==> src/rtl/mega99_pkg.sv <==
// Shared mega99 definitions for the XMEM path.
// Holds bus widths and the arbiter state encoding.
package mega99_pkg;

    localparam int XMEM_AW = 30;
    localparam int XMEM_DW = 32;
    localparam int XMEM_SW = 4;

    typedef enum logic [1:0] {
        XS_IDLE  = 2'd0,
        XS_OWN0  = 2'd1,
        XS_OWN1  = 2'd2,
        XS_ABORT = 2'd3
    } xmem_state_e;

endpackage

==> src/rtl/xmem_arbiter.sv <==
// Two-master Wishbone arbiter in front of the HyperRAM wrapper.
// Alternating tie-break, no preemption, stall watchdog with abort.
module xmem_arbiter
    import mega99_pkg::*;
#(
    parameter int TIMEOUT_CYCLES = 1023
) (
    input  logic                  clk,
    input  logic                  reset_n,

    input  logic [2:XMEM_AW+1]    m0_adr_i,
    input  logic [0:XMEM_DW-1]    m0_dat_i,
    output logic [0:XMEM_DW-1]    m0_dat_o,
    input  logic                  m0_we_i,
    input  logic [0:XMEM_SW-1]    m0_sel_i,
    input  logic                  m0_stb_i,
    output logic                  m0_ack_o,
    output logic                  m0_err_o,
    input  logic                  m0_cyc_i,

    input  logic [2:XMEM_AW+1]    m1_adr_i,
    input  logic [0:XMEM_DW-1]    m1_dat_i,
    output logic [0:XMEM_DW-1]    m1_dat_o,
    input  logic                  m1_we_i,
    input  logic [0:XMEM_SW-1]    m1_sel_i,
    input  logic                  m1_stb_i,
    output logic                  m1_ack_o,
    output logic                  m1_err_o,
    input  logic                  m1_cyc_i,

    output logic [2:XMEM_AW+1]    s_adr_o,
    output logic [0:XMEM_DW-1]    s_dat_o,
    input  logic [0:XMEM_DW-1]    s_dat_i,
    output logic                  s_we_o,
    output logic [0:XMEM_SW-1]    s_sel_o,
    output logic                  s_stb_o,
    input  logic                  s_ack_i,
    output logic                  s_cyc_o,

    output logic [1:0]            grant
);

    localparam logic [15:0] TO_LIM = 16'(TIMEOUT_CYCLES);

    xmem_state_e state_q, state_d;
    logic        last_q, last_d;
    logic [15:0] cnt_q, cnt_d;
    logic [15:0] cnt_inc;
    logic        own_stb;
    logic        stalled;

    assign own_stb = ((state_q == XS_OWN0) && m0_stb_i) ||
                     ((state_q == XS_OWN1) && m1_stb_i);
    assign stalled = own_stb && !s_ack_i;
    assign cnt_inc = (cnt_q == 16'hFFFF) ? cnt_q : cnt_q + 16'd1;

    // Read data fans out to both masters; only ack is steered.
    assign m0_dat_o = s_dat_i;
    assign m1_dat_o = s_dat_i;

    // State, last owner and stall counter registers
    always_ff @(posedge clk) begin
        if (!reset_n) begin
            state_q <= XS_IDLE;
            last_q  <= 1'b1;
            cnt_q   <= 16'd0;
        end else begin
            state_q <= state_d;
            last_q  <= last_d;
            cnt_q   <= cnt_d;
        end
    end

    // Ownership arbitration, handover and stall watchdog
    always_comb begin
        state_d = state_q;
        last_d  = last_q;
        cnt_d   = 16'd0;
        case (state_q)
            XS_IDLE: begin
                if (m0_cyc_i && (!m1_cyc_i || last_q)) begin
                    state_d = XS_OWN0;
                    last_d  = 1'b0;
                end else if (m1_cyc_i) begin
                    state_d = XS_OWN1;
                    last_d  = 1'b1;
                end
            end
            XS_OWN0: begin
                if (!m0_cyc_i) begin
                    if (m1_cyc_i) begin
                        state_d = XS_OWN1;
                        last_d  = 1'b1;
                    end else begin
                        state_d = XS_IDLE;
                    end
                end else if (stalled) begin
                    if (cnt_inc >= TO_LIM) begin
                        state_d = XS_ABORT;
                    end else begin
                        cnt_d = cnt_inc;
                    end
                end
            end
            XS_OWN1: begin
                if (!m1_cyc_i) begin
                    if (m0_cyc_i) begin
                        state_d = XS_OWN0;
                        last_d  = 1'b0;
                    end else begin
                        state_d = XS_IDLE;
                    end
                end else if (stalled) begin
                    if (cnt_inc >= TO_LIM) begin
                        state_d = XS_ABORT;
                    end else begin
                        cnt_d = cnt_inc;
                    end
                end
            end
            XS_ABORT: begin
                state_d = XS_IDLE;
            end
            default: begin
                state_d = XS_IDLE;
            end
        endcase
    end

    // Slave-side mux and master-side ack/err steering
    always_comb begin
        s_adr_o  = m0_adr_i;
        s_dat_o  = m0_dat_i;
        s_sel_o  = m0_sel_i;
        s_we_o   = 1'b0;
        s_stb_o  = 1'b0;
        s_cyc_o  = 1'b0;
        grant    = 2'b00;
        m0_ack_o = 1'b0;
        m1_ack_o = 1'b0;
        m0_err_o = 1'b0;
        m1_err_o = 1'b0;
        case (state_q)
            XS_OWN0: begin
                s_we_o   = m0_we_i;
                s_stb_o  = m0_stb_i;
                s_cyc_o  = m0_cyc_i;
                grant    = 2'b01;
                m0_ack_o = m0_stb_i && s_ack_i;
            end
            XS_OWN1: begin
                s_adr_o  = m1_adr_i;
                s_dat_o  = m1_dat_i;
                s_sel_o  = m1_sel_i;
                s_we_o   = m1_we_i;
                s_stb_o  = m1_stb_i;
                s_cyc_o  = m1_cyc_i;
                grant    = 2'b10;
                m1_ack_o = m1_stb_i && s_ack_i;
            end
            XS_ABORT: begin
                m0_err_o = !last_q;
                m1_err_o = last_q;
            end
            default: begin
            end
        endcase
    end

endmodule

==> config.mk <==
export PLATFORM = sky130hd
export DESIGN_NAME = xmem_arbiter
export DESIGN_NICKNAME = d
export VERILOG_FILES = /design/src/rtl/mega99_pkg.sv /design/src/rtl/xmem_arbiter.sv
export SDC_FILE = /design/constraint.sdc
export NUM_CORES = 1
export LEC_CHECK = 0
export CELL_PAD_IN_SITES_DETAIL_PLACEMENT = 1
export CELL_PAD_IN_SITES_GLOBAL_PLACEMENT = 2
export CORE_MARGIN = 2
export CORE_UTILIZATION = 12
export DETAILED_ROUTE_END_ITERATION = 8
export PLACE_DENSITY_LB_ADDON = 0.1
export SLEW_MARGIN = 20
export SYNTH_ARGS = -nofsm -noshare
export SYNTH_HDL_FRONTEND = slang
export SYNTH_SLANG_ARGS = --single-unit
==> constraint.sdc <==
create_clock -name clk -period 3.35 [get_ports clk]
set_clock_uncertainty 0.2 [all_clocks]
set_input_delay 1.005 -clock clk [delete_from_list [all_inputs] [get_ports clk]]
set_output_delay 1.005 -clock clk [all_outputs]
set_load 0.02 [all_outputs]
==> key figures <==
Cells and area
  • Post-layout nets: roughly 640
  • Commonest non-fill, non-tap cells in the layout: 144 x clkdlybuf4s50_1, 66 x mux2_2, 46 x dlygate4sd2_1, 35 x buf_4, 19 x dfxtp_1
  • Most common cell after layout, fill and taps aside: clkdlybuf4s50_1
  • Final non-filler cell total: 727
  • Antenna cells: 0
  • Layout cells sized above 1: 0.2691
  • P&R area growth vs syn: 87.47%

Pwr
  • Leak: 1.780 nW
  • Overall power: 1.303 mW
  • Largest vdd supply drop: between 0.0001 and 0.00015 V
  • PwrDens: ~280 mW/mm^2

Run
  • # Max-Cap Violations: 0

Placed design
  • IO Port Bufs: 215
  • Final Wtd Congestion: 0.7133
  • Placed cells: 723
  • Final HPWL DP: approximately 11 mm

STA
  • Max-slew violations: 0
  • Unrepaired setup endpoints after global routing: false
  • Fin crit share: 0.9724
  • Final worst path period need: roughly 3300 ps
  • Final Hold Viols: 0
  • Setup violators final: 0
  • Top achievable clock speed: between 0.3 and 0.4 GHz

Worst setup path
  • Crit path buf inv count: 2
  • Critical path, cell by cell: clkdlybuf4s50_1 -> a22oi_2 -> nor2b_1 -> clkdlybuf4s15_1
  • Reg2reg path depth: 10
  • Delay of the slowest critical-path stage: 510 ps
  • CP Class: input pin to output port
  • Crit start category: input pin
  • CP Max Fanout: 2
  • R2R Path Start: cnt_q[1]$_SDFF_PN0_
  • WP data arrival: around 2100 ps
  • CP max stage cell: clkdlybuf4s50_1
  • Crit path max-delay family: buffers and inverters
  • Critical R2R Capture: cnt_q[6]$_SDFF_PN0_
  • CP endpoint kind: output port
  • Required @ worst endpoint: between 2000 and 2500 ps
  • R2R setup slack: approximately 360 ps

Global routing
  • GRT Util Overall: 0.1088
  • Initial antenna violation count: 1
  • First-pass GRT wire length: 18.29 mm
  • Vias in the first global route: 3062
  • Gr ovfl total: 0
  • Largest net degree at the start of global routing: 35

Clock tree
  • Worst-Skew Late Latency: between 200 and 300 ps
  • Postcts setup bufs: 0
  • CTS tree: done
  • CTS clk-pin slew, worst paths: approximately 60 ps
  • Num CTS Buffers: 3
  • CTS sink cnt: 19
  • Largest buffer count on any clock path: 2
  • CTS H-tree lvls: 1
  • Clk root buf: clkbuf_16
  • CTS Hold Bufs: 0

Die
  • Die area: between 0.02 and 0.025 sq mm
  • Core area: 0.02030 sq mm
  • # rows: 52
  • Width of the die: about 150 microns
  • Initial Utilization: 0.1230
  • Num ports: about 310
  • Die Ht: 148.2 microns

Detailed routing
  • Routed WL: ~12 mm
  • WL per Instance: around 17 microns
  • DRC viols: 0
  • First-pass detailed-route iteration total: 4
  • DRT antenna net count: 0
  • DRT iter0 DRCs: 26
  • Vias/cell: between 3 and 4
  • Via count: 2679

Yosys
  • Seq cells post-synth: 19
  • Seq/Total Area, Yosys: 0.1524
  • Main flop type after synthesis: dfxtp_1
  • EDFF count, synth: 0
  • Mapped cell area: roughly 0.0025 sq mm
  • FFs w/ async S/R, synth: 0
  • Average cell area after synthesis: approximately 8.6 sq um
  • YS warnings: 0
  • Netlist cell types: 48
  • Post-Syn Instances: 290

Hold path
  • Worst hold path stage count: 2
  • Worst hold path type: register to register
  • Hold Crit Endpoint: cnt_q[1]$_SDFF_PN0_
  • Min-Delay Startpoint: cnt_q[1]$_SDFF_PN0_

Status
  • Status: finished, final reports clean
## worst max-delay path by stage
stage | start | end | slack, ps | cells past startpoint
final | m1_stb_i | s_stb_o | 90 | 4
after floorplan | m1_cyc_i | s_cyc_o | 270 | 3
after global routing | m0_cyc_i | s_cyc_o | 4 | 4
after detailed placement | m0_cyc_i | s_cyc_o | -480 | 4
after global placement | m0_cyc_i | s_cyc_o | -420 | 4
after CTS | m1_stb_i | s_stb_o | 20 | 4
## power by group
part | switching (mW) | internal [mW] | leakage (nW) | total, mW
Clock | 0.0932 | 0.162 | 0.0382 | 0.255
Combinational | 0.359 | 0.439 | 1.59 | 0.798
Sequential | 0.0130 | 0.237 | 0.156 | 0.250
## sequential cells by signal (all words and copies together) (netlist names)
register,flops
cnt_q,16
state_q,2
last_q,1
## cell type report
class	instances	area, sq um
clock buffers	4	78.83
fillers	2405	15620
inverters	4	15.01
multi-input cells	196	1599
flip-flops and latches	19	380.4
well taps	270	337.8
repair buffers	234	2268
## per-stage QoR
| step | area (sq um) | hold WS [ps] | util | TNS, ps | worst slack [ps] |
|---|---|---|---|---|---|
| global placement | 4648 | 323.3 | 0.2290 | -4147 | -418.9 |
| CTS | 4673 | 356.6 | 0.2302 | 0 | 19.71 |
| floorplan | 2515 | 284.3 | - | 0 | 270.8 |
| finish | 4679 | 362.0 | 0.2305 | 0 | 92.56 |
| global route | 4679 | 401.6 | 0.2305 | 0 | 4.103 |
| detailed placement | 4648 | 346.8 | 0.2290 | -4311 | -480.4 |
## synth_stat cells (all sizes together) (2+ instances only)
library cell | number | area (sq um)
buf | 67 | 508.0
mux2 | 66 | 743.2
dfxtp | 19 | 380.4
nor2 | 15 | 56.30
nand2 | 14 | 60.06
a21oi | 11 | 55.05
nand3 | 11 | 60.06
o21ai | 11 | 55.05
clkbuf | 9 | 33.78
ha | 7 | 87.58
nand4 | 6 | 37.54
and3 | 5 | 36.28
inv | 4 | 15.01
nor2b | 4 | 25.02
xor2 | 4 | 35.03
a31oi | 3 | 18.77
and2 | 3 | 18.77
a21boi | 2 | 15.01
a22oi | 2 | 15.01
a31o | 2 | 17.52
a41oi | 2 | 17.52
nor3b | 2 | 31.28
nor4 | 2 | 12.51
xnor2 | 2 | 17.52
## cell families (layout without fill, tap and decap cells)
logic type / Yosys count / in the layout / share of synthesized area
flops: 19 / 19 / 0.1524
compound gates: 43 / 43 / 0.1148
xor+xnor: 6 / 6 / 0.02105
buf+inv: 80 / 242 / 0.2231
fa+ha+maj: 7 / 7 / 0.03509
mux: 67 / 67 / 0.3018
other cells: 1 / 6 / 0.001502
simple gates: 67 / 67 / 0.1504
## tightest hold or removal path, stage by stage, from the launching register on
cell and delay [ps]:
dfxtp_1 360, nand3_1 100, a21oi_1 60
## timing repair
item / CTS / global route
cloned: 0 / 0
resized for setup: 53 / 2
endpoints found under the setup margin: 48 / 1
## metal layers
layer | global-route usage | up-vias | wire length [microns]
li1 | - | 1305 | -
met1 | 0.1197 | 1239 | 4544
met2 | 0.2012 | 125 | 6475
met3 | 0.04325 | 8 | 1123
met4 | 0.01571 | 2 | 64
met5 | 0 | - | 13
No activity file was read; power rests on OpenSTA's default activity.
